===== src/rtl/blit_if.sv =====
// Command and RAM port-b bundle shared by the blit engine and its environment.
//
// Handshake: a command transfers on every rising clk edge where cmd_valid and
// cmd_ready are both high. A RAM request (read_b or write_b) holds its strobe,
// x_b, y_b and in_b until the cycle rdy_b is high, then drops the strobe in the
// following cycle. An rdy_b with no request outstanding carries no meaning.
interface blit_if;
   logic       cmd_valid;
   logic       cmd_ready;
   logic [1:0] cmd_op;
   logic [8:0] src_x;
   logic [7:0] src_y;
   logic [8:0] dst_x;
   logic [7:0] dst_y;
   logic [8:0] w;
   logic [7:0] h;
   logic       color;
   logic       busy;
   logic       done;
   logic [8:0] x_b;
   logic [7:0] y_b;
   logic       read_b;
   logic       write_b;
   logic       in_b;
   logic       out_b;
   logic       rdy_b;

   // Register block and RAM side: issues commands, answers RAM requests.
   modport master (
      output cmd_valid, cmd_op, src_x, src_y, dst_x, dst_y, w, h, color,
      output out_b, rdy_b,
      input  cmd_ready, busy, done, x_b, y_b, read_b, write_b, in_b
   );

   // Engine side.
   modport slave (
      input  cmd_valid, cmd_op, src_x, src_y, dst_x, dst_y, w, h, color,
      input  out_b, rdy_b,
      output cmd_ready, busy, done, x_b, y_b, read_b, write_b, in_b
   );
endinterface


===== src/rtl/blit_engine.sv =====
// 1-bpp rectangle blitter: FILL, COPY and INVERT over a WIDTH x HEIGHT
// framebuffer reached through a single request/acknowledge RAM port.
// Pixels are walked row-major; off-screen pixels cost one NEXT cycle each.
module blit_engine #(
   parameter int WIDTH  = 320,
   parameter int HEIGHT = 200
) (
   input  logic       clk,
   input  logic       rst,
   blit_if.slave      bus,
   output logic [2:0] dbg_state
);

   typedef enum logic [2:0] {
      S_IDLE = 3'd0,
      S_RD   = 3'd1,
      S_WR   = 3'd2,
      S_NEXT = 3'd3,
      S_DONE = 3'd4
   } state_t;

   localparam logic [9:0] WIDTH_L  = 10'(WIDTH);
   localparam logic [8:0] HEIGHT_L = 9'(HEIGHT);
   localparam logic [1:0] OP_FILL  = 2'b00;
   localparam logic [1:0] OP_COPY  = 2'b01;
   localparam logic [1:0] OP_RSVD  = 2'b11;

   state_t     state_q, state_d;
   logic [1:0] op_q, op_d;
   logic [8:0] src_x_q, src_x_d;
   logic [7:0] src_y_q, src_y_d;
   logic [8:0] dst_x_q, dst_x_d;
   logic [7:0] dst_y_q, dst_y_d;
   logic [8:0] w_q, w_d;
   logic [7:0] h_q, h_d;
   logic       color_q, color_d;
   logic [8:0] i_q, i_d;
   logic [7:0] j_q, j_d;
   logic       data_q, data_d;

   // Sums are widened by one bit so a corner near the edge plus an offset
   // lands off-screen instead of wrapping back onto it.
   function automatic logic on_screen(input logic [8:0] bx, input logic [7:0] by,
                                      input logic [8:0] ox, input logic [7:0] oy);
      logic [9:0] sx;
      logic [8:0] sy;
      sx = {1'b0, bx} + {1'b0, ox};
      sy = {1'b0, by} + {1'b0, oy};
      return (sx < WIDTH_L) && (sy < HEIGHT_L);
   endfunction

   // Where pixel (i, j) starts: skipped pixels go through NEXT only.
   function automatic state_t pixel_entry(input logic [1:0] op,
                                          input logic [8:0] sx, input logic [7:0] sy,
                                          input logic [8:0] dx, input logic [7:0] dy,
                                          input logic [8:0] i, input logic [7:0] j);
      if (!on_screen(dx, dy, i, j))
         return S_NEXT;
      if ((op == OP_COPY) && !on_screen(sx, sy, i, j))
         return S_NEXT;
      if (op == OP_FILL)
         return S_WR;
      return S_RD;
   endfunction

   // State and command registers; reset drops any in-flight request at once.
   always_ff @(posedge clk or posedge rst) begin
      if (rst) begin
         state_q <= S_IDLE;
         op_q    <= '0;
         src_x_q <= '0;
         src_y_q <= '0;
         dst_x_q <= '0;
         dst_y_q <= '0;
         w_q     <= '0;
         h_q     <= '0;
         color_q <= 1'b0;
         i_q     <= '0;
         j_q     <= '0;
         data_q  <= 1'b0;
      end else begin
         state_q <= state_d;
         op_q    <= op_d;
         src_x_q <= src_x_d;
         src_y_q <= src_y_d;
         dst_x_q <= dst_x_d;
         dst_y_q <= dst_y_d;
         w_q     <= w_d;
         h_q     <= h_d;
         color_q <= color_d;
         i_q     <= i_d;
         j_q     <= j_d;
         data_q  <= data_d;
      end
   end

   // Next-state: accept in IDLE, wait for rdy_b in RD/WR, walk pixels in NEXT.
   always_comb begin
      state_d = state_q;
      op_d    = op_q;
      src_x_d = src_x_q;
      src_y_d = src_y_q;
      dst_x_d = dst_x_q;
      dst_y_d = dst_y_q;
      w_d     = w_q;
      h_d     = h_q;
      color_d = color_q;
      i_d     = i_q;
      j_d     = j_q;
      data_d  = data_q;
      case (state_q)
         S_IDLE: begin
            if (bus.cmd_valid) begin
               op_d    = bus.cmd_op;
               src_x_d = bus.src_x;
               src_y_d = bus.src_y;
               dst_x_d = bus.dst_x;
               dst_y_d = bus.dst_y;
               w_d     = bus.w;
               h_d     = bus.h;
               color_d = bus.color;
               i_d     = '0;
               j_d     = '0;
               if ((bus.w == 9'd0) || (bus.h == 8'd0) || (bus.cmd_op == OP_RSVD))
                  state_d = S_DONE;
               else
                  state_d = pixel_entry(bus.cmd_op, bus.src_x, bus.src_y,
                                        bus.dst_x, bus.dst_y, 9'd0, 8'd0);
            end
         end
         S_RD: begin
            if (bus.rdy_b) begin
               data_d  = bus.out_b;
               state_d = S_WR;
            end
         end
         S_WR: begin
            if (bus.rdy_b)
               state_d = S_NEXT;
         end
         S_NEXT: begin
            if (i_q == w_q - 9'd1) begin
               i_d = '0;
               if (j_q == h_q - 8'd1) begin
                  state_d = S_DONE;
               end else begin
                  j_d     = j_q + 8'd1;
                  state_d = pixel_entry(op_q, src_x_q, src_y_q, dst_x_q, dst_y_q,
                                        9'd0, j_q + 8'd1);
               end
            end else begin
               i_d     = i_q + 9'd1;
               state_d = pixel_entry(op_q, src_x_q, src_y_q, dst_x_q, dst_y_q,
                                     i_q + 9'd1, j_q);
            end
         end
         S_DONE: state_d = S_IDLE;
         default: state_d = S_IDLE;
      endcase
   end

   logic       rd_req;
   logic       wr_req;
   logic [8:0] addr_x;
   logic [7:0] addr_y;
   logic       wr_data;

   // Request address and data: COPY reads from the source, all else hits the
   // destination. Outputs are forced low when no request is outstanding.
   always_comb begin
      rd_req  = (state_q == S_RD);
      wr_req  = (state_q == S_WR);
      addr_x  = dst_x_q + i_q;
      addr_y  = dst_y_q + j_q;
      if (rd_req && (op_q == OP_COPY)) begin
         addr_x = src_x_q + i_q;
         addr_y = src_y_q + j_q;
      end
      case (op_q)
         OP_FILL: wr_data = color_q;
         OP_COPY: wr_data = data_q;
         default: wr_data = ~data_q;
      endcase
   end

   assign bus.read_b    = rd_req;
   assign bus.write_b   = wr_req;
   assign bus.x_b       = (rd_req || wr_req) ? addr_x : 9'd0;
   assign bus.y_b       = (rd_req || wr_req) ? addr_y : 8'd0;
   assign bus.in_b      = wr_req ? wr_data : 1'b0;
   assign bus.cmd_ready = (state_q == S_IDLE);
   assign bus.busy      = (state_q != S_IDLE);
   assign bus.done      = (state_q == S_DONE);
   assign dbg_state     = state_q;

endmodule


===== src/flat_wrapper.sv =====
// flat-port wrapper written by rule: the top's interface ports become plain ports
module blit_engine_flat 
#(
   parameter int WIDTH  = 320,
   parameter int HEIGHT = 200
)
  (clk, rst, dbg_state, bus_cmd_valid, bus_cmd_op, bus_src_x, bus_src_y, bus_dst_x, bus_dst_y, bus_w, bus_h, bus_color, bus_out_b, bus_rdy_b, bus_cmd_ready, bus_busy, bus_done, bus_x_b, bus_y_b, bus_read_b, bus_write_b, bus_in_b);
  blit_if bus_i ();
  input  logic clk;
  input  logic rst;
  output logic [2:0] dbg_state;
  input wire logic [$bits(bus_i.cmd_valid)-1:0] bus_cmd_valid;
  input wire logic [$bits(bus_i.cmd_op)-1:0] bus_cmd_op;
  input wire logic [$bits(bus_i.src_x)-1:0] bus_src_x;
  input wire logic [$bits(bus_i.src_y)-1:0] bus_src_y;
  input wire logic [$bits(bus_i.dst_x)-1:0] bus_dst_x;
  input wire logic [$bits(bus_i.dst_y)-1:0] bus_dst_y;
  input wire logic [$bits(bus_i.w)-1:0] bus_w;
  input wire logic [$bits(bus_i.h)-1:0] bus_h;
  input wire logic [$bits(bus_i.color)-1:0] bus_color;
  input wire logic [$bits(bus_i.out_b)-1:0] bus_out_b;
  input wire logic [$bits(bus_i.rdy_b)-1:0] bus_rdy_b;
  output wire logic [$bits(bus_i.cmd_ready)-1:0] bus_cmd_ready;
  output wire logic [$bits(bus_i.busy)-1:0] bus_busy;
  output wire logic [$bits(bus_i.done)-1:0] bus_done;
  output wire logic [$bits(bus_i.x_b)-1:0] bus_x_b;
  output wire logic [$bits(bus_i.y_b)-1:0] bus_y_b;
  output wire logic [$bits(bus_i.read_b)-1:0] bus_read_b;
  output wire logic [$bits(bus_i.write_b)-1:0] bus_write_b;
  output wire logic [$bits(bus_i.in_b)-1:0] bus_in_b;
  assign bus_i.cmd_valid = bus_cmd_valid;
  assign bus_i.cmd_op = bus_cmd_op;
  assign bus_i.src_x = bus_src_x;
  assign bus_i.src_y = bus_src_y;
  assign bus_i.dst_x = bus_dst_x;
  assign bus_i.dst_y = bus_dst_y;
  assign bus_i.w = bus_w;
  assign bus_i.h = bus_h;
  assign bus_i.color = bus_color;
  assign bus_i.out_b = bus_out_b;
  assign bus_i.rdy_b = bus_rdy_b;
  assign bus_cmd_ready = bus_i.cmd_ready;
  assign bus_busy = bus_i.busy;
  assign bus_done = bus_i.done;
  assign bus_x_b = bus_i.x_b;
  assign bus_y_b = bus_i.y_b;
  assign bus_read_b = bus_i.read_b;
  assign bus_write_b = bus_i.write_b;
  assign bus_in_b = bus_i.in_b;
  blit_engine #(.WIDTH(WIDTH), .HEIGHT(HEIGHT)) u_core (.clk(clk), .rst(rst), .bus(bus_i), .dbg_state(dbg_state));
endmodule

===== config.mk =====
export PLATFORM = sky130hd
export DESIGN_NAME = blit_engine_flat
export DESIGN_NICKNAME = d
export VERILOG_FILES = /design/src/rtl/blit_if.sv /design/src/rtl/blit_engine.sv /design/src/flat_wrapper.sv
export SDC_FILE = /design/constraint.sdc
export NUM_CORES = 1
export LEC_CHECK = 0
export ABC_AREA = 1
export CAP_MARGIN = 10
export CORE_UTILIZATION = 55
export CTS_CLUSTER_DIAMETER = 80
export DETAILED_ROUTE_END_ITERATION = 16
export HOLD_SLACK_MARGIN = 0.15
export PLACE_DENSITY = 0.87
export SYNTH_ARGS = -nofsm -noshare
export SYNTH_HDL_FRONTEND = slang
export SYNTH_SLANG_ARGS = --single-unit

===== constraint.sdc =====
create_clock -name clk -period 5.2 [get_ports clk]
set_input_delay 0.78 -clock clk [delete_from_list [all_inputs] [get_ports clk]]
set_output_delay 0.78 -clock clk [all_outputs]
set_load 0.02 [all_outputs]

After elaboration in Yosys (flattened, before gate mapping) --
Cells that the tools add are included.
Storage, ports and cells: word-level logic and storage cells 160, input bits 59, bits in registers 75, output and inout bits 26
Operators by class: add/sub/neg operators 14, multiplexer cells 79, magnitude comparators 12, reductions and logical operators 28, bitwise gates (word level) 1, eq/ne operators 14
Operator list (number):
- $mux W3 | 24
- $mux W1 | 42
- $mux W8 | 5
- $add A8 B8 Y9 | 4
- $lt A9 B8 Y1 const B | 4
- $lt A9 B9 Y1 const B | 4
- $mux W9 | 4
- $add A9 B9 Y10 | 2
- $lt A10 B9 Y1 const B | 2
- $add A9 B9 Y9 | 2
- $pmux W9 S2 | 1
- $add A8 B8 Y8 | 2
- $lt A8 B8 Y1 const B | 2
- $pmux W8 S2 | 1
- $pmux W3 S4 | 1
- $logic_and A1 B1 Y1 | 10
- $add A9 B1 Y9 const B | 1
- $eq A9 B9 Y1 | 1
- $logic_not A9 Y1 | 1
- $sub A9 B1 Y9 const B | 1
- $add A8 B1 Y8 const B | 1
- $eq A8 B8 Y1 | 1
- $logic_not A8 Y1 | 1
- $ne A2 B2 Y1 const B | 4
- other kinds (18) | 27

Depth between registers and ports, before layout --
Gate-level depths: netlist of the first run.
word-level depth 23, depth in mapped cells 26, gate-level depth less buffers 26

Worst setup path after synthesis of the first run --
No wires, ideal clock.
path type register -> output, start point reg u_core.state_q[2], in the netlist u_core.dbg_state[2], end point out bus_y_b[7], cell stages (with the launch flop) 19, path buffers 1, required time 4420 ps, arrival time 3110 ps, slack 1310 ps, cells stage by stage dfrtp_1 > nor2_1 > nand2_1 > inv_2 > nand2_1 > clkbuf_1 > mux2_2 > ha_1 > nand3_1 > nand2_1 > nand2_1 > inv_1 > o21a_1 > nor2_1 > nor2_1 > nor2_1 > o21bai_1 > o21ai_0 > a21oi_1
On the way: word-level cells in the longest chain between the ends 4, elaborated cells between the ends (all ways) 6, those cells by class 2 x eq/ne; 2 x mux; 2 x reduce/logical
RTL lines:
- from (decl) | line blit_engine.sv:28 | state_t state_q, state_d;
- from (signal assigned) | line blit_engine.sv:82 | state_q <= state_d;
- $eq A3 B1 Y1 * | line blit_engine.sv:171 | rd_req = (state_q == S_RD);
- net bus_read_b | line flat_wrapper.sv:28 | output wire logic [$bits(bus_i.read_b)-1:0] bus_read_b;
- $logic_and A1 B1 Y1 | line blit_engine.sv:175 | if (rd_req && (op_q == OP_COPY)) begin
- $mux W8 | line blit_engine.sv:175
- $mux W8 * | line blit_engine.sv:189 | assign bus.y_b = (rd_req || wr_req) ? addr_y : 8'd0;
- to (decl) | line flat_wrapper.sv:27 | output wire logic [$bits(bus_i.y_b)-1:0] bus_y_b;
The timed path passes the listed nets; every way through them passes the cells marked *.

Worst setup path in the final report of the first run --
start point reg u_core.state_q[2], in the netlist u_core.dbg_state[2], end point out bus_y_b[7]
On the way: word-level cells in the longest chain between the ends 4, elaborated cells between the ends (all ways) 6, those cells by class 2 x eq/ne; 2 x mux; 2 x reduce/logical
RTL lines (line):
- $eq A3 B1 Y1 | blit_engine.sv:171
- $logic_and A1 B1 Y1 | blit_engine.sv:175
- $mux W8 | blit_engine.sv:175
- $mux W8 * | blit_engine.sv:189
Every way passes the cells marked *; elsewhere a longest branch is shown, timed or not.

==> flow_summary.yaml, run 1 <==
pwr:
  power_leakage_nw: 4.403
  post-layout-total-power_mw: 4.779
  int_power_mw: 2.516
  power.ir.vdd_worst_mv: 0.3796
  pwr_density_mw_per_mm2: 581.5
  power.share.combinational_pct: 61.3
  power_frac_clock_pct: 15.1
  net-switching-power_mw: 2.263
  switching_share_pct: 47.35
  sequentialPowerShare_pct: 23.6
setup_path:
  critical_path_required_ns: 4.42
  rr_endpoint: "u_core.dbg_state[0]"
  critical_path_class: "reg2out"
  setup.reg_to_reg.worst_slack_ns: 1.95
  worst-endpoint-arrival_ns: 4.07
  critPathMaxFanout: 16
  cp-start-kind: "flop"
  timing.critical_path.to_type: "primary output"
  critical_path.reg2reg.startpoint: "u_core.i_q[0]"
  rr_worst_depth: 18
clock_network:
  cts_tree: "done"
  cts.root.buffer_cell: "clkbuf_16"
  cts_made_buffers: 9
  cts.hold.buffers_added: 0
  cts_num_sinks: 75
  cts_resized: 0
  post-cts-setup-buffers: 0
  htree_num_levels: 3
  worst_setup_hold_path_clk_slew_ns: 0.06
  worst_skew_pair.late_latency_ns: 0.34
  cts.path.max_buffers: 2
yosys:
  yosys.area_share.xor_xnor_pct: 5.428
  ys_ff_latch: 75
  synth_top_flop_cell: "dfrtp_1"
  syn_std_cell_area_mm2: 0.006869
  count_of_cell_types_in_the_netlist: 45
  yosys_warnings: 0
  netlist_instances: 995
  ys_seq_area_share_pct: 27.32
  post_synth_net_total: 1119
  synth_compound_area_share_pct: 11.73
  synth-simple-area-share_pct: 28.11
  combinational_family_with_the_most_area_after_synthesis: "simple AND/OR/NAND/NOR gates"
  post_synth_fa_ha_maj_area_fraction_pct: 12.06
  ys_async_sr_fraction_pct: 100.0
  synth.mux.area_fraction_pct: 5.246
  synth_area_per_cell_um2: 6.904
  synth-edff-count: 0
final_layout:
  final_layout_size_suffix_gt1_share_pct: 7.373
  synthToLayoutAreaGrowth_pct: 19.65
  design_area_mm2: 0.008219
  design.final.nets: 1204
  layout.area.seq_mm2: 0.001877
  layout.core_utilization_pct: 67.86
  antennaDiodeCount: 0
  finish.cell_count_without_fillers: 1253
  number_of_fillers_in_the_final_layout: 1023
  multi_input_comb_area_mm2: 0.004300
hold_path:
  worstHoldEndpoint: "u_core.w_q[1]"
  hp-start: "u_core.w_q[1]"
  timing.hold.worst_path_depth: 2
  hold_path_class: "reg2reg"
sta:
  final_max_slew_viol_count: 0
  setup_viol_count_final: 0
  rsz0062_at_grt: "no"
  finalHoldWorstSlack_ns: 0.4930
  worst_slew_margin_rel_pct: 38.89
  setup-tns-final_ns: 0
  finalHoldViolCount: 0
  fmax_mhz: 206.2
  setup_ws_ns: 0.3509
  layout_min_cycle_time_ns: 4.849
  period_share_pct: 93.25
  timing.clock.skew_ns: 0.005114
  tightestPinTransition_ns: 0.9153
global_route:
  grt_pass1_wl_um: 29500
  first_global_vias: 6424
  globalRouteOverflowTotal: 0
  largest_net_degree_at_the_start_of_global_routing: 86
  antenna_found_initial: 0
  gr-usage-all-layers_pct: 28.78
placed_design:
  place_worst_setup_slack_ns: 0.8013
  portBuffers: 84
  routabilityCongestion: 0.9152
  place.detailed.hpwl_um: 13390
  total_instance_count_after_detailed_placement: 1237
  detailed_place.area_mm2: 0.007876
floorplanning:
  dieWidth_um: 113.8
  floorplan.rows: 40
  coreArea_mm2: 0.01211
  die_h_um: 113.8
  boundaryPins: 85
  start_util_pct: 56.71
  design.die.area_mm2: 0.01294
route:
  vias_post_dr: 6733
  finalWirelength_um: 17420
  ant_nets: 0
  avgRoutedWirePerCell_um: 13.90
  vias_per_cell: 5.374
  drt_drc_violations_left: 0
  drt_first_iter_violations: 488
  drt-pass1-iter-count: 5
outcome:
  outcome: "finished, final reports clean"
run:
  drv_cap: 0
## cell usage in the layout (no fill, tap or decap), types with 6 or more instances in the layout
cell type,Yosys,layout
xor2_1,33,33
clkbuf_16,0,9
xnor2_1,7,7
o21ai_2,8,8
mux2_2,31,31
inv_1,154,153
nor2_1,101,101
clkdlybuf4s50_1,0,84
a21oi_1,57,57
nand4_1,8,8
nand2_1,261,260
nor3_1,11,11
ha_1,63,63
o21bai_1,6,6
o21ai_0,53,53
nand3_1,57,57
inv_2,9,10
dfrtp_1,75,75
## worst max-delay path by stage
stage	start	to	slack (ns)	cells after the start
2_1_floorplan	u_core.dbg_state[2]	bus_y_b[7]	1.31	18
3_3_place_gp	u_core.dbg_state[2]	bus_y_b[7]	0.88	19
3_5_place_dp	u_core.dbg_state[2]	bus_y_b[7]	0.80	19
4_1_cts	u_core.dbg_state[2]	bus_y_b[7]	0.41	19
5_1_grt	u_core.dbg_state[2]	bus_y_b[7]	0.03	19
6_report	u_core.dbg_state[2]	bus_y_b[7]	0.35	19
## power groups by stage
stage               registers [mW]  clock network, mW  logic (mW)
finish                        1.13              0.724        2.93
CTS                           1.12              0.726        2.91
detailed placement            1.12                  0        2.88
floorplan                     1.03                  0        2.15
global placement              1.11                  0        2.81
global route                  1.16              0.755        3.29
## metal layers
metal	part of all wire [%]	track usage [%]	up-vias	routed length, um
met2	44	45.37	279	7657
met4	3.1	11.75	0	543
li1	-	-	3363	-
met3	7.7	3.879	44	1336
met5	0	0	-	0
met1	45	40.00	3047	7884
## layout make-up
class,count,share of cell area (%)
flip-flops and latches,75,22.83
clock inverters,5,1.218
well taps,168,2.557
repair buffers,88,10.60
inverters,164,7.520
clock buffers,11,2.953
multi-input cells,742,52.32
## registers in the layout, indices dropped and copies added, names as in the netlist
name              flops
u_core.j_q            8
u_core.h_q            8
u_core.color_q        1
u_core.dbg_state      3
u_core.src_x_q        9
u_core.i_q            9
u_core.op_q           2
u_core.w_q            9
u_core.dst_x_q        9
u_core.src_y_q        8
u_core.dst_y_q        8
u_core.data_q         1
## worst max-delay path, stage by stage, from the launching register on
cell and delay, ns:
dfrtp_1 0.44, nor2_1 0.09, nand2_1 0.12, inv_2 0.07
nand2_1 0.37, buf_4 0.27, mux2_2 0.35, ha_1 0.34
nand3_1 0.09, nand2_1 0.09, nand2_1 0.05, inv_1 0.06
o21a_1 0.13, nor2_1 0.05, nor2_1 0.13, nor2_1 0.06
o21bai_1 0.15, o21ai_0 0.10, a21oi_1 0.14, clkdlybuf4s50_1 0.61
## synth_stat cells (2+ instances only)
cell	n	area, um2
a21o_1	2	15.01
a21oi_1	57	285.3
a31oi_1	3	18.77
buf_1	3	11.26
buf_2	3	15.01
clkbuf_1	6	22.52
dfrtp_1	75	1877
fa_1	2	40.04
ha_1	63	788.3
inv_1	154	578.1
inv_2	9	33.78
mux2_2	31	349.1
nand2_1	261	979.7
nand2_2	2	12.51
nand3_1	57	285.3
nand3_2	3	30.03
nand3b_1	5	37.54
nand4_1	8	50.05
nor2_1	101	379.1
nor3_1	11	55.05
nor4_1	3	18.77
o21a_1	3	22.52
o21ai_0	53	265.3
o21ai_1	4	20.02
o21ai_2	8	70.07
o21bai_1	6	45.04
o22ai_1	5	31.28
or2_0	2	12.51
xnor2_1	7	61.31
xor2_1	33	289.0
## cells by family (layout without fill, tap and decap cells)
family,count (synthesis),after routing
buffers and inverters,178,268
xor gates and xnor gates,41,41
adders and majority gates,65,65
muxes,32,32
DFF,75,75
AOI/OAI and AO/OA,145,145
and+or+nand+nor,459,459
(Power assumes the default switching activity.)
==> run 2: changes to the inputs <==
CORE_UTILIZATION = 25   (was 55)
HOLD_SLACK_MARGIN = default   (was 0.15)
PLACE_DENSITY = 0.5   (was 0.87)
==> flow_summary.yaml, run 2 (synthesis gave the netlist of run 1 again) <==
pwr:
  power_frac_clock_pct: 14.8
  power.ir.vdd_worst_mv: 0.3765
  power.share.combinational_pct: 61.6
  pwr_density_mw_per_mm2: 568.8
  power_leakage_nw: 4.393
  sequentialPowerShare_pct: 23.6
  switching_share_pct: 48.60
  net-switching-power_mw: 2.329
  int_power_mw: 2.463
  post-layout-total-power_mw: 4.791
clock_network:
  cts_num_sinks: 75
  worst_skew_pair.late_latency_ns: 0.36
  cts.hold.buffers_added: 0
  cts_tree: "done"
  cts_made_buffers: 9
  htree_num_levels: 3
  cts.root.buffer_cell: "clkbuf_16"
  worst_setup_hold_path_clk_slew_ns: 0.07
  cts.path.max_buffers: 2
setup_path:
  critical_path_class: "reg2out"
  timing.critical_path.to: "bus_x_b[8]"
  rr_worst_depth: 20
  setup.reg_to_reg.worst_slack_ns: 2.04
  critPathMaxFanout: 19
  cp-start-kind: "flop"
  worst-endpoint-arrival_ns: 3.86
  timing.critical_path.to_type: "primary output"
  critical_path_required_ns: 4.42
  rr_endpoint: "u_core.dbg_state[0]"
  critical_path.reg2reg.startpoint: "u_core.i_q[0]"
  worstSetupStartpoint: "u_core.dbg_state[2]"
global_route:
  antenna_found_initial: 0
  globalRouteOverflowTotal: 0
  grt_pass1_wl_um: 32620
  grt_peak_use_layer: "met2"
  grt.met1_usage_pct: 19.02
  grt.met2_usage_pct: 25.67
  globalRouteMet3Util_pct: 2.954
  gr-usage-all-layers_pct: 14.82
  first_global_vias: 6067
  largest_net_degree_at_the_start_of_global_routing: 87
sta:
  finalHoldViolCount: 0
  final_max_slew_viol_count: 0
  timing.clock.skew_ns: 0.008312
  layout_min_cycle_time_ns: 4.636
  worst_slew_margin_rel_pct: 37.45
  period_share_pct: 89.15
  finalHoldWorstSlack_ns: 0.4927
  rsz0062_at_grt: "no"
  setup-tns-final_ns: 0
  tightestPinTransition_ns: 0.9382
  setup_viol_count_final: 0
  fmax_mhz: 215.7
outcome:
  outcome: "finished, final reports clean"
final_layout:
  final_layout_size_suffix_gt1_share_pct: 7.558
  mostFrequentLayoutCell: "nand2_1"
  antennaDiodeCount: 0
  finish.cell_count_without_fillers: 1426
  design.final.nets: 1204
  final_cell_mix: "nand2_1, inv_1, nor2_1"
  synthToLayoutAreaGrowth_pct: 22.64
placed_design:
  total_instance_count_after_detailed_placement: 1410
  routabilityCongestion: 0.8246
  portBuffers: 84
  place.detailed.hpwl_um: 16420
hold_path:
  hp-start: "u_core.w_q[1]"
  hold_path_class: "reg2reg"
floorplanning:
  dieWidth_um: 167.8
  design.die.area_mm2: 0.02814
  start_util_pct: 25.49
  coreArea_mm2: 0.02695
  floorplan.rows: 60
  die_h_um: 167.8
  boundaryPins: 85
run:
  drv_cap: 0
route:
  drt-pass1-iter-count: 4
  drt_drc_violations_left: 0
  finalWirelength_um: 20240
  drt_first_iter_violations: 264
  vias_per_cell: 4.454
  vias_post_dr: 6352
  avgRoutedWirePerCell_um: 14.19
  ant_nets: 0
## run 2: how the worst min path moves through the flow
| stage | depth (start not counted) | slack [ns] | endpoint |
|---|---|---|---|
| final | 2 | 0.49 | u_core.w_q[1] |
| after global routing | 2 | 0.52 | u_core.w_q[1] |
| after CTS | 2 | 0.49 | u_core.w_q[1] |
| after detailed placement | 2 | 0.48 | u_core.w_q[1] |
| after global placement | 2 | 0.47 | u_core.w_q[1] |
| after floorplan | 2 | 0.45 | u_core.w_q[1] |
## run 2: final cells by class
class | instances | area (um2)
clock buffer | 9 | 225.2
clock inverter | 7 | 97.59
fill | 2915 | 18530
inverter | 164 | 619.3
multi-input combinational | 742 | 4308
sequential | 75 | 1877
tap | 341 | 426.7
timing repair buffer | 88 | 870.8
## run 2: through the flow
stage / cell area (um2) / setup slack, ns / utilization (%)
2_1_floorplan: 6869 / 1.310 / -
3_3_place_gp: 8099 / 0.7736 / 30.05
3_5_place_dp: 8099 / 0.7156 / 30.05
4_1_cts: 8422 / 0.3164 / 31.25
5_1_grt: 8424 / 0.1850 / 31.26
6_report: 8424 / 0.5645 / 31.26
## run 2: timing repair
| action | in CTS | in global routing |
|---|---|---|
| buffers inserted | 0 | 0 |
| endpoints found under the setup margin | 0 | 3 |
| gates resized for setup | 0 | 1 |
## run 2: power groups by stage
stage          clock network, mW  registers [mW]  logic (mW)
3_5_place_dp                   0            1.14        2.96
4_1_cts                    0.730            1.13        2.98
5_1_grt                    0.745            1.17        3.35
2_1_floorplan                  0            1.03        2.15
6_report                   0.711            1.13        2.95
3_3_place_gp                   0            1.14        2.94
## run 2: routing by layer
metal / wire (um) / vias to the layer above
met5: 0 / -
met4: 193 / 0
met3: 714 / 15
met2: 9746 / 80
met1: 9585 / 2883
li1: - / 3374
## run 2: worst max-delay path, cell delays in order, from the launching register on
cell             delay [ns]
dfrtp_1                0.44
nor2_1                 0.16
nand2_1                0.13
inv_2                  0.10
nand2_2                0.23
o21ai_0                0.24
ha_1                   0.19
inv_1                  0.05
fa_1                   0.35
inv_1                  0.09
nand3_1                0.07
nand2_1                0.10
nand2_1                0.05
nand2_1                0.05
a21oi_1                0.08
nor2_1                 0.10
nor2_1                 0.04
o21bai_1               0.17
o21ai_1                0.07
a21oi_1                0.15
clkdlybuf4s50_1        0.62
